==> config.mk <==
export PLATFORM = sky130hd
export DESIGN_NAME = enqueue_agent_v0_2
export DESIGN_NICKNAME = d
export VERILOG_FILES = /design/src/rtl/enqueue_agent_v0_2_pkg.sv /design/src/rtl/enqueue_agent_v0_2_sat_counter.sv /design/src/rtl/enqueue_agent_v0_2.sv
export SDC_FILE = /design/constraint.sdc
export NUM_CORES = 1
export LEC_CHECK = 0
export CAP_MARGIN = 20
export CORE_AREA = 3 3 99 125
export CTS_CLUSTER_SIZE = 40
export DETAILED_ROUTE_END_ITERATION = 6
export DIE_AREA = 0 0 102 128
export PLACE_DENSITY = 0.79
export SLEW_MARGIN = 20
export SYNTH_ARGS = -nofsm -noshare
export SYNTH_HDL_FRONTEND = slang
export SYNTH_SLANG_ARGS = --single-unit
==> constraint.sdc <==
create_clock -name axis_aclk -period 3.2 [get_ports axis_aclk]
set_clock_uncertainty 0.1 [all_clocks]
set_input_delay 0.64 -clock axis_aclk [delete_from_list [all_inputs] [get_ports axis_aclk]]
set_output_delay 0.64 -clock axis_aclk [all_outputs]
set_load 0.01 [all_outputs]
==> src/rtl/enqueue_agent_v0_2_pkg.sv <==
// Shared definitions for the enqueue agent: FSM encoding, full-policy
// selectors and the default SUME destination-mask offset.
package enq_agent_pkg;

    typedef enum logic [1:0] {
        ST_IDLE = 2'd0,   // waiting for the head beat of a packet
        ST_FWD  = 2'd1,   // forwarding body beats to the latched ports
        ST_DROP = 2'd2    // consuming body beats of a packet nobody takes
    } enq_state_t;

    localparam int FULL_MODE_DROP = 0;   // drop on each full port, partial multicast
    localparam int FULL_MODE_BP   = 1;   // hold the head until all destinations are free

    localparam int SUME_DST_LSB = 24;    // one-hot destination mask offset in tuser

endpackage

==> src/rtl/enqueue_agent_v0_2_sat_counter.sv <==
// Saturating up-counter with asynchronous active-low clear.
module sat_counter #(
    parameter int CNT_WIDTH = 16
) (
    input  logic                 clk,
    input  logic                 rst_n,
    input  logic                 inc,
    output logic [CNT_WIDTH-1:0] cnt
);

    localparam logic [CNT_WIDTH-1:0] CNT_ONE = CNT_WIDTH'(1);
    localparam logic [CNT_WIDTH-1:0] CNT_MAX = {CNT_WIDTH{1'b1}};

    // count up by one per request, holding at all-ones
    always_ff @(posedge clk or negedge rst_n) begin
        if (!rst_n) begin
            cnt <= '0;
        end else if (inc && (cnt != CNT_MAX)) begin
            cnt <= cnt + CNT_ONE;
        end
    end

endmodule

==> src/rtl/enqueue_agent_v0_2.sv <==
// Enqueue agent: fans each AXIS packet out to the per-port buffers selected
// by the one-hot destination mask in tuser, issues one PIFO insert per packet
// per port, and counts packets dropped on full ports.
//
// Handshake: a beat transfers on a rising edge where s_axis_tvalid and
// s_axis_tready are both high; tready never depends on anything registered
// downstream, and all enables appear one cycle after the transferring beat.
module enqueue_agent_v0_2
    import enq_agent_pkg::*;
#(
    parameter int NUM_PORTS   = 5,
    parameter int TUSER_WIDTH = 128,
    parameter int DST_LSB     = SUME_DST_LSB,
    parameter int FULL_MODE   = FULL_MODE_DROP,
    parameter int CNT_WIDTH   = 16
) (
    input  logic                           axis_aclk,
    input  logic                           axis_resetn,
    input  logic                           s_axis_tvalid,
    output logic                           s_axis_tready,
    input  logic [TUSER_WIDTH-1:0]         s_axis_tuser,
    input  logic                           s_axis_tlast,
    input  logic                           s_axis_tpifo_valid,
    input  logic [NUM_PORTS-1:0]           s_axis_buffer_almost_full,
    input  logic [NUM_PORTS-1:0]           s_axis_pifo_full,
    output logic                           m_axis_valid,
    output logic [NUM_PORTS-1:0]           m_axis_ctl_pifo_in_en,
    output logic [NUM_PORTS-1:0]           m_axis_ctl_buffer_wr_en,
    output logic [NUM_PORTS*CNT_WIDTH-1:0] m_drop_count,
    output enq_state_t                     dbg_state
);

    enq_state_t           state_q, state_d;
    logic [NUM_PORTS-1:0] dst, free, head_mask;
    logic [NUM_PORTS-1:0] mask_q, mask_d;
    logic [NUM_PORTS-1:0] wr_q, wr_d;
    logic [NUM_PORTS-1:0] pifo_q, pifo_d;
    logic [NUM_PORTS-1:0] drop_inc;
    logic                 accept;

    assign dst    = s_axis_tuser[DST_LSB +: NUM_PORTS];
    assign free   = ~s_axis_buffer_almost_full & ~s_axis_pifo_full;
    assign accept = s_axis_tvalid & s_axis_tready;

    // In backpressure mode the head already waits for every destination,
    // so the whole destination mask is taken; otherwise only free ports.
    assign head_mask = (FULL_MODE == FULL_MODE_BP) ? dst : (dst & free);

    // ready: held low in reset; in backpressure mode a head with any full
    // destination is stalled, every other beat is taken immediately
    always_comb begin
        s_axis_tready = 1'b0;
        if (axis_resetn) begin
            if ((state_q == ST_IDLE) && (FULL_MODE == FULL_MODE_BP)) begin
                s_axis_tready = ~(s_axis_tvalid & (|(dst & ~free)));
            end else begin
                s_axis_tready = 1'b1;
            end
        end
    end

    // next state, latched mask, enables and per-port drop requests
    always_comb begin
        state_d  = state_q;
        mask_d   = mask_q;
        wr_d     = '0;
        pifo_d   = '0;
        drop_inc = '0;
        case (state_q)
            ST_IDLE: begin
                if (accept) begin
                    mask_d = head_mask;
                    if (FULL_MODE == FULL_MODE_DROP) begin
                        drop_inc = dst & ~free;
                    end
                    if (|head_mask) begin
                        wr_d    = head_mask;
                        pifo_d  = s_axis_tpifo_valid ? head_mask : '0;
                        state_d = s_axis_tlast ? ST_IDLE : ST_FWD;
                    end else begin
                        state_d = s_axis_tlast ? ST_IDLE : ST_DROP;
                    end
                end
            end
            ST_FWD: begin
                if (accept) begin
                    wr_d = mask_q;
                    if (s_axis_tlast) begin
                        state_d = ST_IDLE;
                    end
                end
            end
            ST_DROP: begin
                if (accept && s_axis_tlast) begin
                    state_d = ST_IDLE;
                end
            end
            default: begin
                state_d = ST_IDLE;
            end
        endcase
    end

    // state, latched mask and registered enables
    always_ff @(posedge axis_aclk or negedge axis_resetn) begin
        if (!axis_resetn) begin
            state_q <= ST_IDLE;
            mask_q  <= '0;
            wr_q    <= '0;
            pifo_q  <= '0;
        end else begin
            state_q <= state_d;
            mask_q  <= mask_d;
            wr_q    <= wr_d;
            pifo_q  <= pifo_d;
        end
    end

    assign m_axis_ctl_buffer_wr_en = wr_q;
    assign m_axis_ctl_pifo_in_en   = pifo_q;
    assign m_axis_valid            = |wr_q;
    assign dbg_state               = state_q;

    // one saturating drop counter per port, packed port 0 in the LSBs
    for (genvar g = 0; g < NUM_PORTS; g++) begin : g_drop_cnt
        sat_counter #(
            .CNT_WIDTH (CNT_WIDTH)
        ) u_cnt (
            .clk   (axis_aclk),
            .rst_n (axis_resetn),
            .inc   (drop_inc[g]),
            .cnt   (m_drop_count[g*CNT_WIDTH +: CNT_WIDTH])
        );
    end

endmodule

Word-level counts from Yosys, hierarchy flattened
Index checks and enable logic that the tools add are counted.

cells by class
  reduce and logical (&&, ||, !) cells = 11
  add/sub/neg operators = 5
  muxes and demuxes = 19
  bitwise logic cells = 7
  eq/ne operators = 11

operators with widths
  cell                                                  number
  adder 16 x 1 -> 16 bit (second input constant)        5
  != test 16 bit (second input constant)                5
  two-way mux 5 bit                                     9
  AND 5 bit                                             3
  inverter 5 bit                                        3
  two-way mux 2 bit                                     6
  one-hot mux 5 bit (2 select lines)                    1
  OR reduction 5 bit                                    2
  != test 2 bit (second input constant)                 4
  logical AND 1 bit                                     6
  one-hot mux 2 bit (3 select lines)                    1
  AND reduction 4 bit                                   1
  equality test 2 x 1 -> 1 bit (second input constant)  1
  equality test 2 bit (second input constant)           1
  logical NOT 2 bit                                     1
  two-way mux 1 bit                                     2
  AND reduction 2 bit                                   1
  AND 1 bit                                             1

storage, ports and cells
  logic and storage cells = 62
  input bits = 143
  flip-flop bits (word level) = 97
  output and inout bits = 94

Longest topological paths before layout
Gate-level depths: netlist of the first run.

  depth in word-level cells = 7
  mapped depth = 7
  gate-level depth less buffers = 6

Hierarchy
A second synthesis of the first run with hierarchy kept.

unflattened totals
  cell total of the unflattened synthesis = 443
  area total of the unflattened synthesis = 5,083.6 µm²

modules (own cells, without submodules)
  module              sequential area each (µm²)  cells each  instances  area an instance (µm²)
  sat_counter         400.4                       72          5          859.6
  enqueue_agent_v0_2  425.4                       83          1          785.8

Least setup slack after synthesis of the first run
OpenSTA, ideal clock, no wires.

  kind = reg2reg
  start = register g_drop_cnt[3].u_cnt.cnt[0]
  end = register g_drop_cnt[3].u_cnt.cnt[1]
  setup time = 125 ps
  stages on the path, launching flop included = 7
  data required time = 2,975 ps
  path buffers = 1
  slack = 1,147 ps
  arrival = 1,828 ps
  clock period less this slack = 2,053 ps
  cells stage by stage = dfrtp_1 ha_1 nand4_1 or2_1 o31ai_4 buf_6 mux2_2

on the way
  cells in the longest elaborated chain, start to end = 2
  elaborated cells on any way between the ends = 3
  those cells by class = add/sub: 1; eq/ne: 1; reduce/logical: 1

RTL lines
  element                                                         RTL line                              source
  start, declared                                                 enqueue_agent_v0_2_sat_counter.sv:8   output logic [CNT_WIDTH-1:0] cnt
  start signal, assigned                                          enqueue_agent_v0_2_sat_counter.sv:19  cnt <= cnt + CNT_ONE;
  branches (longest 2 deep; another with adder 16 x 1 -> 16 bit)  -

Several ways; the timed one is not identified.
A chain may end at the register's enable or synchronous reset.

Worst setup path in the final report of the first run
  start = input port s_axis_tvalid
  end = register g_drop_cnt[2].u_cnt.cnt[13]

on the way
  cells in the longest elaborated chain, start to end = 4

RTL lines
  element               RTL line                              source
  start, declared       enqueue_agent_v0_2.sv:19              input logic s_axis_tvalid,
  AND 1 bit             enqueue_agent_v0_2.sv:43              assign accept = s_axis_tvalid & s_axis_tready;
  two-way mux 5 bit     enqueue_agent_v0_2.sv:71              if (accept) begin
  two-way mux 5 bit     enqueue_agent_v0_2.sv:69              case (state_q)
  logical AND 1 bit     enqueue_agent_v0_2_sat_counter.sv:18  end else if (inc && (cnt != CNT_MAX)) begin
  end signal, assigned  enqueue_agent_v0_2_sat_counter.sv:19
  end, declared         enqueue_agent_v0_2_sat_counter.sv:8

Every way passes these cells.

==> flow_summary.json, run 1 <==
{
  "worst_slew_pin_slew_ns": 0.628,
  "layout_common_cells": "clkdlybuf4s50_1, dfrtp_1, xnor2_1",
  "fin_util_pct": 54.6,
  "grt_pass1_wl_mm": 16.5,
  "tns_ns": 0,
  "wl_mm": 9.80,
  "p_leak_nw": 2.61,
  "post-cts-setup-buffers": 0,
  "syn_avg_cell_area_sq_um": 11.1,
  "cts_hold_buffers": 0,
  "area_growth_pct": 35.7,
  "hold_violations": 0,
  "seqPwrFrac_pct": 46.0,
  "ys_warn_count": 0,
  "vias_per_cell": 5.19,
  "cp-end-kind": "register",
  "grt_overflow_total": 0,
  "dp.cells": 649,
  "synth.distinct_cells": 50,
  "netlist_area_sq_mm": 0.00450,
  "dieWidth_um": 102,
  "syn_inst": 405,
  "clkSlewWorstSetupHoldPaths_ns": 0.07,
  "intPower_mw": 2.45,
  "design.final.nets": 673,
  "cap_violations": 0,
  "final_antenna_net_count": 0,
  "placeableCoreArea_sq_mm": 0.0112,
  "io_pins": 237,
  "dp_hpwl_mm": 7.43,
  "grt_max_degree": 49,
  "die_h_um": 128,
  "setup_viol": 0,
  "clockRootBuffer": "clkbuf_16",
  "p_comb_share_pct": 19.5,
  "multi_input_area_sq_mm": 0.00201,
  "rsz0062_at_grt": "false",
  "drtIter0Drc": 105,
  "worstPathRequired_ns": 3.32,
  "cts_inserted_buffers": 9,
  "antenna_cells": 0,
  "period_share_pct": 78.4,
  "antenna_found_initial": 1,
  "place_congestion": 0.836,
  "ys_ff_latch": 97,
  "p_per_area_mw_per_mm2": 553,
  "clk_path_buf_depth": 2,
  "relSlewSlack_pct": 58.1,
  "cp.arrival_ns": 2.63,
  "num_vias": 3454,
  "nFillCells": 963,
  "cts_tree": "built",
  "seq_area_sq_mm": 0.00243,
  "clkLatencyLatePin_ns": 0.33,
  "switching_share_pct": 27.3,
  "fmax_ghz": 0.399,
  "status": "finished, final reports clean",
  "async_reset_ff_share_pct": 100,
  "drive_above_1_share_pct": 8.11,
  "finalCriticalPeriod_ns": 2.51,
  "mostFrequentLayoutCell": "clkdlybuf4s50_1",
  "fin_cells": 665,
  "cp_max_fo": 13,
  "rows": 43,
  "start_util_pct": 40.2,
  "ys_seq_area_share_pct": 53.9,
  "portBuffers": 113,
  "net-switching-power_mw": 0.923,
  "dr.pass1.iters": 4,
  "startpoint_type": "input pin",
  "h-tree-depth": 3,
  "path_class": "in -> reg",
  "postCtsResizedCells": 0,
  "avgRoutedWirePerCell_um": 14.7,
  "dieArea_sq_mm": 0.0131,
  "synth_edf_count": 0,
  "power_frac_clock_pct": 34.4,
  "slew_violations": 0,
  "vdd_drop_max_v": 0.000336,
  "gr-usage-all-layers_pct": 15.7,
  "first_global_vias": 3470,
  "hold_path.class": "in -> async",
  "cts.sinks": 97,
  "post-route-drc-count": 0,
  "synth_top_flop_cell": "dfrtp_1",
  "syn-num-nets": 553
}
[power groups by stage]
stage	Sequential (mW)	Combinational, mW	Clock, mW
2_1_floorplan	1.59	0.252	0
3_3_place_gp	1.57	0.652	0
3_5_place_dp	1.58	0.671	0
4_1_cts	1.55	0.675	1.20
5_1_grt	1.58	0.724	1.25
6_report	1.55	0.659	1.16
[state kept, by name, summed over array words and instances (netlist names)]
| signal | flops |
|---|---|
| dbg_state | 2 |
| mask_q | 5 |
| m_axis_ctl_pifo_in_en | 5 |
| g_drop_cnt.u_cnt.cnt | 80 |
| m_axis_ctl_buffer_wr_en | 5 |
[critical path: stages]
cell and delay [ns]:
clkdlybuf4s50_1 0.61, nand4bb_4 0.25, nor4_1 0.61, nor2b_1 0.25, nand3_1 0.11, xnor2_1 0.14
[worst paths after layout]
path | from | to | slack [ns] | cells after the start
max | s_axis_tvalid | g_drop_cnt[2].u_cnt.cnt[13]$_DFFE_PN0P_ | 0.69 | 6
min | axis_resetn | dbg_state[0]$_DFFE_PN0P_ | 0.02 | 1
max reg2reg | dbg_state[0]$_DFFE_PN0P_ | g_drop_cnt[2].u_cnt.cnt[13]$_DFFE_PN0P_ | 0.94 | 5
min reg2reg | mask_q[0]$_DFFE_PN0P_ | mask_q[0]$_DFFE_PN0P_ | 0.39 | 2
max in group asynchronous | axis_resetn | g_drop_cnt[1].u_cnt.cnt[12]$_DFFE_PN0P_ | 2.17 | 2
min in group axis_aclk | mask_q[0]$_DFFE_PN0P_ | mask_q[0]$_DFFE_PN0P_ | 0.39 | 2
[Yosys cell counts (2+ instances only)]
cell	instances	area [sq um]
mux2_2	5	56.3
nand3_1	26	130
nand2_1	37	139
nor4_1	2	12.5
or3b_2	2	17.5
dfrtp_1	97	2430
nor3_1	12	60.1
nor2_1	42	158
and4_1	7	61.3
nand4b_1	3	26.3
buf_4	2	15.0
xnor2_1	44	385
ha_1	5	62.6
nand4_1	26	163
nor2b_1	2	12.5
a21oi_1	7	35.0
o21ai_0	6	30.0
xor2_1	28	245
and3_1	9	56.3
a31oi_1	2	12.5
clkbuf_1	3	11.3
nor3b_1	2	15.0
or2_1	2	12.5
inv_1	7	26.3
o211ai_4	2	42.5
[per-layer routing]
metal  track usage, %  up-vias  routed length (um)
met5                0        -                  13
met4             5.56        2                 124
met3             4.08       13                 506
met2             27.2       91                5130
met1             18.8     1690                4020
li1                 -     1658                   -
[kinds of logic after synthesis]
family | Yosys count | synth area share [%]
compound gates | 25 | 4.95
xor+xnor | 72 | 14.0
fa+ha+maj | 5 | 1.39
buf+inv | 14 | 1.53
flops | 97 | 53.9
mux | 5 | 1.25
simple gates | 187 | 23.0
[stage by stage]
| stage | hold WS [ns] | power, mW | instance area [sq um] | setup WS, ns |
|---|---|---|---|---|
| 5_1_grt | 0.00416 | 3.56 | 6110 | 0.445 |
| 4_1_cts | 0.00708 | 3.43 | 6110 | 0.700 |
| 6_report | 0.0222 | 3.38 | 6110 | 0.693 |
| 3_3_place_gp | 0.366 | 2.22 | 5780 | 0.406 |
| 2_1_floorplan | 0.244 | 1.84 | 4500 | 1.15 |
| 3_5_place_dp | 0.373 | 2.25 | 5780 | 0.338 |
[area by class of cell]
cell class	instances	area share (%)
clock buffers	10	3.91
flip-flops and latches	97	39.7
multi-input cells	294	32.8
well taps	135	2.77
repair buffers	116	18.8
inverters	7	0.430
clock inverters	6	1.45
(Power assumes the default switching activity.)
==> run 2: changes to the inputs <==
--- a/config.mk
+++ b/config.mk
@@ -6,11 +6,11 @@
 export NUM_CORES = 1
 export LEC_CHECK = 0
 export CAP_MARGIN = 20
-export CORE_AREA = 3 3 99 125
+export CORE_AREA = 3 3 105 132
 export CTS_CLUSTER_SIZE = 40
 export DETAILED_ROUTE_END_ITERATION = 6
-export DIE_AREA = 0 0 102 128
-export PLACE_DENSITY = 0.79
+export DIE_AREA = 0 0 108 135
+export PLACE_DENSITY = 0.75
 export SLEW_MARGIN = 20
 export SYNTH_ARGS = -nofsm -noshare
 export SYNTH_HDL_FRONTEND = slang
==> constraint.sdc (replaced) <==
create_clock -name axis_aclk -period 2.01 [get_ports axis_aclk]
set_clock_uncertainty 0.1 [all_clocks]
set_input_delay 0.402 -clock axis_aclk [delete_from_list [all_inputs] [get_ports axis_aclk]]
set_output_delay 0.402 -clock axis_aclk [all_outputs]
set_load 0.01 [all_outputs]
==> run 2 against run 1 <==
  * Sequential share of layout area decreased by 3.2 points
  * Wire length increased by 13%
  * Critical path depth decreased by 5
  * Setup slack got worse by 0.63 ns
  * Core utilization decreased by 2.4 points
  * Via count increased by 6.1%
  * Cell count increased by 14%
  * Total power increased by 61%
  * Non-clock buffer count increased by 61
==> flow_summary.json, run 2 (synthesis gave the netlist of run 1 again) <==
{
  "grt_max_degree": 74,
  "post-route-drc-count": 0,
  "antenna_found_initial": 1,
  "wl_mm": 11.0,
  "layout_common_cells": "clkdlybuf4s50_1, dfrtp_1, buf_4",
  "grt_overflow_total": 0,
  "avgRoutedWirePerCell_um": 14.5,
  "hold_violations": 0,
  "first_global_vias": 3775,
  "startpoint_type": "register",
  "p_per_area_mw_per_mm2": 819,
  "rows": 46,
  "cts_tree": "built",
  "final_antenna_net_count": 0,
  "cp.arrival_ns": 1.44,
  "dieArea_sq_mm": 0.0146,
  "clkSlewWorstSetupHoldPaths_ns": 0.07,
  "fmax_ghz": 0.515,
  "p_leak_nw": 2.92,
  "num_vias": 3666,
  "slowest_delay_ns": 0.60,
  "slew_violations": 0,
  "gr-usage-all-layers_pct": 15.8,
  "mostFrequentLayoutCell": "clkdlybuf4s50_1",
  "tns_ns": 0,
  "setup_slack_ns": 0.0677,
  "cts_hold_buffers": 0,
  "path_class": "reg -> out",
  "cap_violations": 0,
  "largest_register_ff_count": 80,
  "area_growth_pct": 47.5,
  "relSlewSlack_pct": 39.2,
  "portBuffers": 113,
  "vdd_drop_max_v": 0.000467,
  "setup_viol": 0,
  "crit_chain": "clkdlybuf4s50_1",
  "grt_pass1_wl_mm": 18.4,
  "drive_above_1_share_pct": 19.1,
  "cp_max_fo": 6,
  "place_congestion": 0.873,
  "critical_path.top_delay_family": "buffers and inverters",
  "rsz0062_at_grt": "true",
  "antenna_cells": 0,
  "dr.pass1.iters": 4,
  "cp-end-kind": "output pin",
  "dieWidth_um": 108,
  "h-tree-depth": 3,
  "placeableCoreArea_sq_mm": 0.0127,
  "worstPathRequired_ns": 1.51,
  "start_util_pct": 35.4,
  "pre_cts_slack_ns": -0.464,
  "cts.sinks": 97,
  "io_pins": 237,
  "top_register": "g_drop_cnt.u_cnt.cnt",
  "fin_util_pct": 52.2,
  "clkLatencyLatePin_ns": 0.35,
  "clk_path_buf_depth": 2,
  "clockRootBuffer": "clkbuf_16",
  "status": "finished, final reports clean",
  "vias_per_cell": 4.83,
  "worst_slew_pin_slew_ns": 0.912,
  "period_share_pct": 96.6,
  "die_h_um": 135,
  "finalCriticalPeriod_ns": 1.94,
  "hold_path.class": "in -> async",
  "cpMaxStageDelayCell": "clkdlybuf4s50_1",
  "drtIter0Drc": 142,
  "cts_inserted_buffers": 9,
  "worst-path-buf-inv": 1,
  "design.final.nets": 734,
  "dp_hpwl_mm": 8.13
}
## run 2: cell types whose count changed in the layout (fill, tap and decap cells not counted), moves of 2 or more
cell             change
clkbuf_8             +2
bufinv_16            -2
buf_4               +59
buf_12               +2
nor3_1               -5
nor3_2               +5
clkdlybuf4s50_1      -2
## run 2: area by class of cell
cell class / instances / area, sq um
clock buffer: 13 / 270
clock inverter: 3 / 23.8
fill: 1109 / 6080
inverter: 7 / 26.3
multi-input combinational: 294 / 2040
sequential: 97 / 2430
tap: 168 / 210
timing repair buffer: 177 / 1640
## run 2: per-layer routing
layer,GRT usage [%],wire length (um)
met5,0,10
met4,6.18,211
met1,18.3,4410
met2,27.7,5870
met3,4.11,537
## run 2: worst paths after layout
path,cells after the start,start,slack [ns],end
setup / recovery,1,g_drop_cnt[1].u_cnt.cnt[15]$_DFFE_PN0P_,0.07,m_drop_count[31]
hold / removal,2,axis_resetn,0.02,g_drop_cnt[3].u_cnt.cnt[4]$_DFFE_PN0P_
setup reg to reg,7,dbg_state[0]$_DFFE_PN0P_,0.07,g_drop_cnt[3].u_cnt.cnt[13]$_DFFE_PN0P_
hold reg to reg,2,mask_q[4]$_DFFE_PN0P_,0.38,mask_q[4]$_DFFE_PN0P_
max in group asynchronous,2,axis_resetn,0.98,g_drop_cnt[4].u_cnt.cnt[7]$_DFFE_PN0P_
min in group axis_aclk,2,mask_q[4]$_DFFE_PN0P_,0.38,mask_q[4]$_DFFE_PN0P_
## run 2: timing repair
action                     in CTS  in global routing
resized for setup               3                  9
buffers inserted                6                  1
pin swaps                       4                  5
setup endpoints to repair      33                 21
## run 2: where the power goes
group / leakage [nW] / switching, mW / internal (mW) / total, mW
registers: 1.30 / 0.209 / 2.17 / 2.38
clock network: 0.138 / 0.737 / 0.944 / 1.68
logic: 1.48 / 0.593 / 0.785 / 1.38
## run 2: stage by stage
| step | total power, mW | area, sq um | hold WS [ns] | std cells |
|---|---|---|---|---|
| after floorplan | 2.94 | 4500 | 0.00641 | 405 |
| after global placement | 3.73 | 6240 | 0.369 | 736 |
| after detailed placement | 3.79 | 6240 | 0.372 | 736 |
| after CTS | 5.52 | 6600 | 0.0243 | 758 |
| after global routing | 5.76 | 6640 | 0.0465 | 759 |
| final | 5.44 | 6640 | 0.0175 | 759 |
==> run 3: changes to the inputs <==
--- a/config.mk
+++ b/config.mk
@@ -5,7 +5,7 @@
 export SDC_FILE = /design/constraint.sdc
 export NUM_CORES = 1
 export LEC_CHECK = 0
-export CAP_MARGIN = 20
+export CAP_MARGIN = 30
 export CORE_AREA = 3 3 105 132
 export CTS_CLUSTER_SIZE = 40
 export DETAILED_ROUTE_END_ITERATION = 6
==> constraint.sdc (replaced) <==
create_clock -name axis_aclk -period 1.6 [get_ports axis_aclk]
set_clock_uncertainty 0.1 [all_clocks]
set_input_delay 0.32 -clock axis_aclk [delete_from_list [all_inputs] [get_ports axis_aclk]]
set_output_delay 0.32 -clock axis_aclk [all_outputs]
set_load 0.01 [all_outputs]
==> run 3 against run 2 <==
  * The run now ends with negative setup slack left
  * Total power grew 37%
  * Hold slack gained 0.16 ns
  * Sequential share of layout area shrank 4.9 points
  * First-iteration DRC count shrank 20%
  * Count of clock-buffer cells in the layout shrank 2
  * Cell count grew 12%
  * Global-route usage grew 2.1 points
  * Flip-flop and latch count is the same
  * Setup slack lost 0.36 ns
  * Final area grew 16%
==> flow_summary.json, run 3 (synthesis gave the netlist of run 1 again) <==
{
  "status": "finished, violations left",
  "violations": "negative setup slack",
  "vdd_drop_max_v": 0.000556,
  "antenna_found_initial": 0,
  "avgRoutedWirePerCell_um": 15.0,
  "cts_inserted_buffers": 9,
  "nFillCells": 1040,
  "reg2regPathDepth": 5,
  "portBuffers": 113,
  "start_util_pct": 35.4,
  "clk_path_buf_depth": 2,
  "hold_path.class": "in -> async",
  "grt_overflow_total": 0,
  "startpoint_type": "register",
  "design.final.nets": 824,
  "r2r_end": "g_drop_cnt[4].u_cnt.cnt[1]$_DFFE_PN0P_",
  "drtIter0Drc": 114,
  "wl_mm": 12.7,
  "dieWidth_um": 108,
  "rows": 46,
  "worstPathRequired_ns": 1.72,
  "dp.cells": 802,
  "p_leak_nw": 3.79,
  "cp.arrival_ns": 2.01,
  "fmax_ghz": 0.528,
  "die_h_um": 135,
  "hold_violations": 0,
  "slew_violations": 0,
  "relSlewSlack_pct": 57.4,
  "worstSetupStartpoint": "dbg_state[1]$_DFFE_PN0P_",
  "clockRootBuffer": "clkbuf_16",
  "mostFrequentLayoutCell": "buf_4",
  "power_mw": 7.45,
  "setup_viol": 81,
  "worst_slew_pin_slew_ns": 0.639,
  "finalCriticalPeriod_ns": 1.89,
  "cts.sinks": 97,
  "period_share_pct": 118,
  "r2r_setup_slack_ns": -0.29,
  "h-tree-depth": 3,
  "fin_cells": 849,
  "tns_ns": -14.76,
  "grt_pass1_wl_mm": 21.1,
  "grt_max_degree": 50,
  "clkLatencyLatePin_ns": 0.33,
  "p_per_area_mw_per_mm2": 970,
  "place_congestion": 0.857,
  "fin_hold_ws_ns": 0.176,
  "io_pins": 237,
  "area_growth_pct": 70.6,
  "top_register": "g_drop_cnt.u_cnt.cnt",
  "dp_hpwl_mm": 9.11,
  "post-route-drc-count": 0,
  "placeableCoreArea_sq_mm": 0.0127,
  "clkSlewWorstSetupHoldPaths_ns": 0.07,
  "first_global_vias": 4351,
  "drive_above_1_share_pct": 40.1,
  "final_antenna_net_count": 0,
  "dr.pass1.iters": 4,
  "gr-usage-all-layers_pct": 17.9,
  "layout_common_cells": "buf_4, dfrtp_1, clkdlybuf4s15_1",
  "cap_violations": 0,
  "crit_end": "g_drop_cnt[4].u_cnt.cnt[1]$_DFFE_PN0P_",
  "cts_tree": "built",
  "dieArea_sq_mm": 0.0146,
  "vias_per_cell": 4.79,
  "rsz0062_at_grt": "true",
  "num_vias": 4069,
  "cp-end-kind": "register",
  "setup_slack_ns": -0.294,
  "largest_register_ff_count": 80,
  "antenna_cells": 0,
  "cp_max_fo": 6,
  "path_class": "reg -> reg",
  "r2r-start": "dbg_state[1]$_DFFE_PN0P_"
}
run 3: timing repair:
item / in CTS / in global routing
endpoints found under the setup margin: 175 / 135
setup buffers: 21 / 12
pin swaps: 90 / 37
resized for setup: 162 / 88
hold buffers: 1 / 0
hold endpoints to repair: 2 / 0
run 3: per-stage QoR:
stage               util, %  area (sq um)  setup WS (ns)
global placement       54.3          6910         -0.627
floorplan                 -          4680         -0.326
CTS                    58.4          7430         -0.287
detailed placement     54.3          6910         -0.707
finish                 60.4          7680         -0.294
global route           60.4          7680         -0.378
run 3: worst max-delay path, cell delays in order, from the launching register on:
cell,delay (ns)
dfrtp_1,0.41
and4bb_4,0.43
nand3b_1,0.17
a31oi_4,0.23
buf_12,0.15
mux2_4,0.29
run 3: worst min-delay path by stage:
stage | start | endpoint | slack, ns | depth (start not counted)
finish | axis_resetn | g_drop_cnt[1].u_cnt.cnt[1]$_DFFE_PN0P_ | 0.18 | 3
CTS | axis_resetn | g_drop_cnt[1].u_cnt.cnt[9]$_DFFE_PN0P_ | 0.20 | 3
floorplan | axis_resetn | dbg_state[0]$_DFFE_PN0P_ | -0.08 | 0
global placement | axis_resetn | dbg_state[0]$_DFFE_PN0P_ | 0.17 | 2
detailed placement | axis_resetn | dbg_state[1]$_DFFE_PN0P_ | 0.17 | 2
global route | axis_resetn | g_drop_cnt[1].u_cnt.cnt[1]$_DFFE_PN0P_ | 0.23 | 3
run 3: final cells by class:
class                   instances  area [sq um]  share of cell area (%)
repair buffers                267          2290                    29.9
clock inverters                 5          53.8                   0.701
inverters                       7          26.3                   0.342
well taps                     168           210                    2.74
flip-flops and latches         97          2430                    31.7
clock buffers                  11           253                    3.29
multi-input cells             294          2410                    31.4
run 3: where the power goes:
group	internal, mW	switching (mW)	leakage (nW)
Combinational	1.28	1.03	2.33
Clock	1.29	0.918	0.155
Sequential	2.74	0.196	1.30
Total	5.31	2.14	3.79
run 3: metal layers:
metal | track usage, % | part of all wire, % | up-vias
li1 | - | - | 1956
met1 | 22.4 | 41 | 1989
met2 | 30.8 | 53 | 104
met3 | 3.83 | 4.6 | 20
met4 | 5.75 | 2.1 | 0
met5 | 0 | 0 | -
